[src/rtl/ddr_page_scheduler.sv]
// rtl/ddr_page_scheduler.sv - DDR audio frame-page pool arbiter: one writer, one reader
// Writer never touches the page being read; reader always gets the newest completed frame.
module ddr_page_scheduler #(
  parameter int PAGE_NUM = 4,
  parameter int PAGE_W   = 4,
  parameter int DROP_W   = 16
) (
  input  logic              M_AXI_ACLK,
  input  logic              M_AXI_ARESETN,
  input  logic              DDR_INIT_DONE,
  input  logic              wr_req,
  output logic              wr_gnt,
  output logic [PAGE_W-1:0] wr_page,
  output logic              wr_busy,
  input  logic              wr_done,
  input  logic              rd_req,
  output logic              rd_gnt,
  output logic [PAGE_W-1:0] rd_page,
  output logic              rd_fresh,
  output logic              rd_busy,
  input  logic              rd_done,
  output logic [DROP_W-1:0] drop_cnt,
  output logic              proto_err
);

  logic              r_wr_gnt;
  logic              r_wr_busy;
  logic [PAGE_W-1:0] r_wr_page;
  logic              r_rd_gnt;
  logic              r_rd_busy;
  logic [PAGE_W-1:0] r_rd_page;
  logic              r_rd_fresh;
  logic [PAGE_W-1:0] r_latest;
  logic              r_latest_vld;
  logic              r_latest_consumed;
  logic [DROP_W-1:0] r_drop_cnt;
  logic              r_proto_err;

  logic [PAGE_W-1:0] w_elig_page;
  logic              w_wr_grant;
  logic              w_rd_grant;
  logic              w_wr_fin;
  logic              w_rd_fin;
  logic              w_bad_done;

  // A page is free when nobody owns it and it is not the newest completed frame;
  // an old latest still held by the reader stays excluded until rd_done.
  always_comb begin
    w_elig_page = '0;
    for (int i = PAGE_NUM - 1; i >= 0; i--) begin
      if (!(r_wr_busy && (r_wr_page == PAGE_W'(i))) &&
          !(r_rd_busy && (r_rd_page == PAGE_W'(i))) &&
          !(r_latest_vld && (r_latest == PAGE_W'(i)))) begin
        w_elig_page = PAGE_W'(i);
      end
    end
  end

  assign w_wr_grant = wr_req && !r_wr_busy && DDR_INIT_DONE;
  assign w_rd_grant = rd_req && !r_rd_busy && DDR_INIT_DONE && r_latest_vld;
  assign w_wr_fin   = wr_done && r_wr_busy;
  assign w_rd_fin   = rd_done && r_rd_busy;
  assign w_bad_done = (wr_done && !r_wr_busy) || (rd_done && !r_rd_busy);

  always_ff @(posedge M_AXI_ACLK or negedge M_AXI_ARESETN) begin
    if (!M_AXI_ARESETN) begin
      r_wr_gnt          <= 1'b0;
      r_wr_busy         <= 1'b0;
      r_wr_page         <= '0;
      r_rd_gnt          <= 1'b0;
      r_rd_busy         <= 1'b0;
      r_rd_page         <= '0;
      r_rd_fresh        <= 1'b0;
      r_latest          <= '0;
      r_latest_vld      <= 1'b0;
      r_latest_consumed <= 1'b0;
      r_drop_cnt        <= '0;
      r_proto_err       <= 1'b0;
    end else begin
      r_wr_gnt <= w_wr_grant;
      r_rd_gnt <= w_rd_grant;

      if (w_wr_grant) begin
        r_wr_page <= w_elig_page;
        r_wr_busy <= 1'b1;
      end else if (w_wr_fin) begin
        r_wr_busy <= 1'b0;
      end

      if (w_rd_grant) begin
        r_rd_page         <= r_latest;
        r_rd_fresh        <= !r_latest_consumed;
        r_rd_busy         <= 1'b1;
        r_latest_consumed <= 1'b1;
      end else if (w_rd_fin) begin
        r_rd_busy <= 1'b0;
      end

      // A completing frame supersedes any same-cycle read of the old latest.
      if (w_wr_fin) begin
        if (r_latest_vld && !r_latest_consumed && (r_drop_cnt != '1)) begin
          r_drop_cnt <= r_drop_cnt + DROP_W'(1);
        end
        r_latest          <= r_wr_page;
        r_latest_vld      <= 1'b1;
        r_latest_consumed <= 1'b0;
      end

      if (w_bad_done) begin
        r_proto_err <= 1'b1;
      end
    end
  end

  assign wr_gnt    = r_wr_gnt;
  assign wr_page   = r_wr_page;
  assign wr_busy   = r_wr_busy;
  assign rd_gnt    = r_rd_gnt;
  assign rd_page   = r_rd_page;
  assign rd_fresh  = r_rd_fresh;
  assign rd_busy   = r_rd_busy;
  assign drop_cnt  = r_drop_cnt;
  assign proto_err = r_proto_err;

endmodule
[config.mk]
export PLATFORM = sky130hd
export DESIGN_NAME = ddr_page_scheduler
export DESIGN_NICKNAME = d
export VERILOG_FILES = /design/src/rtl/ddr_page_scheduler.sv
export SDC_FILE = /design/constraint.sdc
export NUM_CORES = 1
export LEC_CHECK = 0
export ABC_AREA = 1
export BUFFER_PORTS_ARGS = -buffer_cell sky130_fd_sc_hd__buf_4
export CAP_MARGIN = 10
export CORE_ASPECT_RATIO = 0.75
export CORE_UTILIZATION = 30
export CTS_BUF_LIST = sky130_fd_sc_hd__clkbuf_4
export DETAILED_ROUTE_END_ITERATION = 10
export PLACE_DENSITY_LB_ADDON = 0.08
export SLEW_MARGIN = 10
export SYNTH_ARGS = -nofsm -noshare
export SYNTH_HDL_FRONTEND = slang
export SYNTH_SLANG_ARGS = --single-unit
[constraint.sdc]
create_clock -name M_AXI_ACLK -period 1.3 [get_ports M_AXI_ACLK]
set_input_delay 0.065 -clock M_AXI_ACLK [delete_from_list [all_inputs] [get_ports M_AXI_ACLK]]
set_output_delay 0.065 -clock M_AXI_ACLK [all_outputs]
set_load 0.01 [all_outputs]
==> summary.md <==
| Metric | Value |
|---|---|
| Syn Area/Cell | `roughly 7.7 um2` |
| Final estimated routing congestion in global placement | `just under 0.8` |
| Post-DRT Antenna Nets | `0` |
| Crit path cell chain | `ha_2 > inv_2 > nor2_4 > nand2_2 > nor2_4 > buf_6 > nor2_4 > buf_4 > nand2_4 > nand2_1 > nand2_1` |
| Dpl hpwl | `approximately 3300 um` |
| Failing checks | `negative setup slack` |
| Int Power | `about 1.9 mW` |
| Switching power | `1.133 mW` |
| Clock sink count | `30` |
| Worst path required time | `~1.5 ns` |
| Cell leakage power | `1.240 nW` |
| Peak supply drop | `approximately 0.82 mV` |
| 1st-iter DRT viols | `a little over 90` |
| Worst setup path end | `drop_cnt[3]` |
| R2R Path End | `drop_cnt[3]` |
| Post-route non-filler standard cell count | `~370` |
| Min-delay worst type | `input port to register` |
| Worst-Skew Late Latency | `between 0.3 and 0.4 ns` |
| Area growth syn-to-layout | `49.17%` |
| Final hold violation count | `0` |
| First-pass GRT wire length | `around 7300 um` |
| Antenna violations before repair | `0` |
| Clock Tree Buf Depth | `2` |
| CTS tree | `yes` |
| Post-synthesis adder-cell area fraction | `less than 1%` |
| Post-Synthesis Cells | `between 200 and 250` |
| Synth area leaders | `dfrtp_1 46%, nand2_1 18%, nand3_1 8.2%` |
| Register bit count reported by yosys | `30` |
| Synth Area in Compound Gates | `between 3 and 4%` |
| Most used cell, CP | `nor2_4` |
| Worst setup path start | `drop_cnt[1]` |
| GR Util All Layers | `between 10% and 20%` |
| # IOs | `37` |
| Routed len/inst | `11.99 um` |
| Layout cells sized above 1 | `approximately two fifths` |
| Power Total | `3.001 mW` |
| Tcrit/Tclk final | `115.5%` |
| Setup tns final | `-2.801 ns` |
| Synthesis warning total | `0` |
| Final wirelength | `4485 um` |
| Sw frac | `between 30 and 40%` |
| Skew final | `~0.012 ns` |
| Count of cell types in the netlist | `24` |
| Worst Setup End Kind | `register` |
| Die width | `~90 um` |
| Synth Area in XOR/XNOR | `between 3 and 4%` |
| Pwr Density | `1220 mW/mm2` |
| Initial Util | `32.38%` |
| Status | `finished, violations left` |
| Reg2reg setup slack | `-0.20 ns` |
| Cts bufs inserted | `5` |
| Count of final max-slew check failures | `0` |
| Kind of critical path | `register to register` |
| Fmax | `0.6659 GHz` |
| Vias/cell | `4.396` |
| Largest net degree at the start of global routing | `31` |
| Largest family of logic cells by synthesized area | `simple AND/OR/NAND/NOR gates` |
| Drt first pass iters | `4` |
| Register area share after synthesis | `a little under half` |
| Final setup viols | `16` |
| Most common cell after layout, fill and taps aside | `buf_4` |
| Worst setup margin | `-0.2017 ns` |
| Top cell type's share of synthesized area | `around 46%` |
| Nets | `309` |
| Via count | `between 1,500 and 2,000` |
| Post-synthesis mux area share | `0%` |
| Hold Worst Slack | `roughly 0.0053 ns` |
| Global route overflow | `0` |
| Core Rows | `22` |
| Synth Area in Simple Gates | `around 39%` |
| Register-to-Register Path Depth | `11` |
| Vias in the first global route | `between 1,000 and 1,500` |
| Die H | `66.21 um` |
| Buffers on Ports | `32` |
| Max stage delay on crit path | `~0.40 ns` |
| Synth area leader | `dfrtp_1` |
| Hold Path Depth | `3` |
| Max Cap Viol | `0` |
| Startpoint types | `register` |
| # diodes | `0` |
| Crit path DAT | `approximately 1.7 ns` |
| CTS clk-pin slew, worst paths | `~0.10 ns` |
| Root Buffer | `clkbuf_4` |
| DRC | `0` |
| Tmin final | `around 1.5 ns` |
| Sequential share of power | `between 40% and 50%` |
| H-tree Lvls | `2` |
| Crit-path max FO | `5` |
| Core Area | `between 0.005 and 0.006 mm2` |
| Mapped cell area | `about 0.0016 mm2` |
| Critical R2R Launch | `drop_cnt[1]` |
| Slowest stage cell on the critical path | `dfrtp_1` |
| Clock share of power | `18.7%` |
| Unrepaired setup endpoints after global routing | `true` |
| Gate power share | `40.0%` |
| Die ar. | `roughly 0.0058 mm2` |
| Placed Cells incl. Taps | `356` |
| Most frequent cells in the layout | `75 x buf_4, 68 x nand2_1, 30 x dfrtp_1` |
-- power groups by stage --
stage	registers, mW	clock network (mW)	logic (mW)
floorplan	1.33	0	0.493
global placement	1.25	0	1.09
detailed placement	1.26	0	1.09
CTS	1.24	0.574	1.13
global route	1.27	0.623	1.33
finish	1.24	0.560	1.20
-- cells by family (layout without fill, tap and decap cells) --
family          after synthesis  in the layout
simple gates                141            142
flops                        30             30
buf+inv                      25            109
compound gates               10             10
xor+xnor                      6              6
fa+ha+maj                     1              1
other cells                   1              4
-- Yosys cell counts --
cell type	number
nand2_2	3
buf_12	1
dfrtp_1	30
buf_6	1
nand2_1	78
nor3_1	3
nand2_4	1
o21ai_0	8
inv_1	18
nor2_1	12
a221o_1	1
conb_1	1
nand4_1	5
xor2_1	2
xnor2_1	4
or2_2	1
nand3b_1	6
nor2_2	3
nor2_4	2
a21oi_1	1
ha_1	1
nand3_1	27
buf_4	4
clkinv_1	1
-- stage by stage --
| step | util [%] | worst slack [ns] | cell area (um2) |
|---|---|---|---|
| finish | 48.30 | -0.2017 | 2460 |
| global route | 48.30 | -0.2683 | 2460 |
| CTS | 46.34 | -0.1596 | 2360 |
| detailed placement | 44.08 | -0.3452 | 2245 |
| global placement | 44.08 | -0.3008 | 2245 |
| floorplan | - | -0.1567 | 1668 |
-- worst min-delay path by stage --
stage | startpoint | end | slack [ns]
2_1_floorplan | M_AXI_ARESETN | drop_cnt[0] | -0.23
3_3_place_gp | M_AXI_ARESETN | wr_gnt | 0.03
3_5_place_dp | M_AXI_ARESETN | wr_gnt | 0.02
4_1_cts | wr_req | wr_gnt | 0.06
5_1_grt | wr_req | wr_gnt | 0.004
6_report | wr_req | wr_gnt | 0.005
-- layout make-up --
class	instances	area [um2]
Clock inverter	3	16.27
Inverter	19	75.07
Fill cell	521	2633
Tap cell	72	90.09
Clock buffer	5	37.54
Timing Repair Buffer	82	638.1
Multi-Input combinational cell	163	852.1
Sequential cell	30	750.7
-- registers in the layout, indices dropped and copies added (netlist names), 2 cells and up --
name	cells
drop_cnt	16
r_latest	2
rd_page	2
wr_page	2
-- routing by layer --
metal	vias up	part of all wire, %	track usage [%]
met5	-	0	0
met4	0	1.1	4.508
met3	4	4.4	3.745
met2	42	38	22.75
met1	746	56	26.72
li1	852	-	-
-- critical path, delay by kind of cell (launching register included) --
family,cells,cell delay [ns]
simple gates,7,0.49
buf+inv,3,0.32
flops,1,0.40
fa+ha+maj,1,0.19
-- timing repair --
action / in CTS / in global routing
cloned: 0 / 1
pin swaps: 4 / 6
resized for setup: 7 / 17
setup buffers: 1 / 5
setup endpoints to repair: 16 / 19
endpoints found under the hold margin: 33 / 0
hold buffers: 3 / 0
Note: power is estimated with default switching activity, not from simulation.
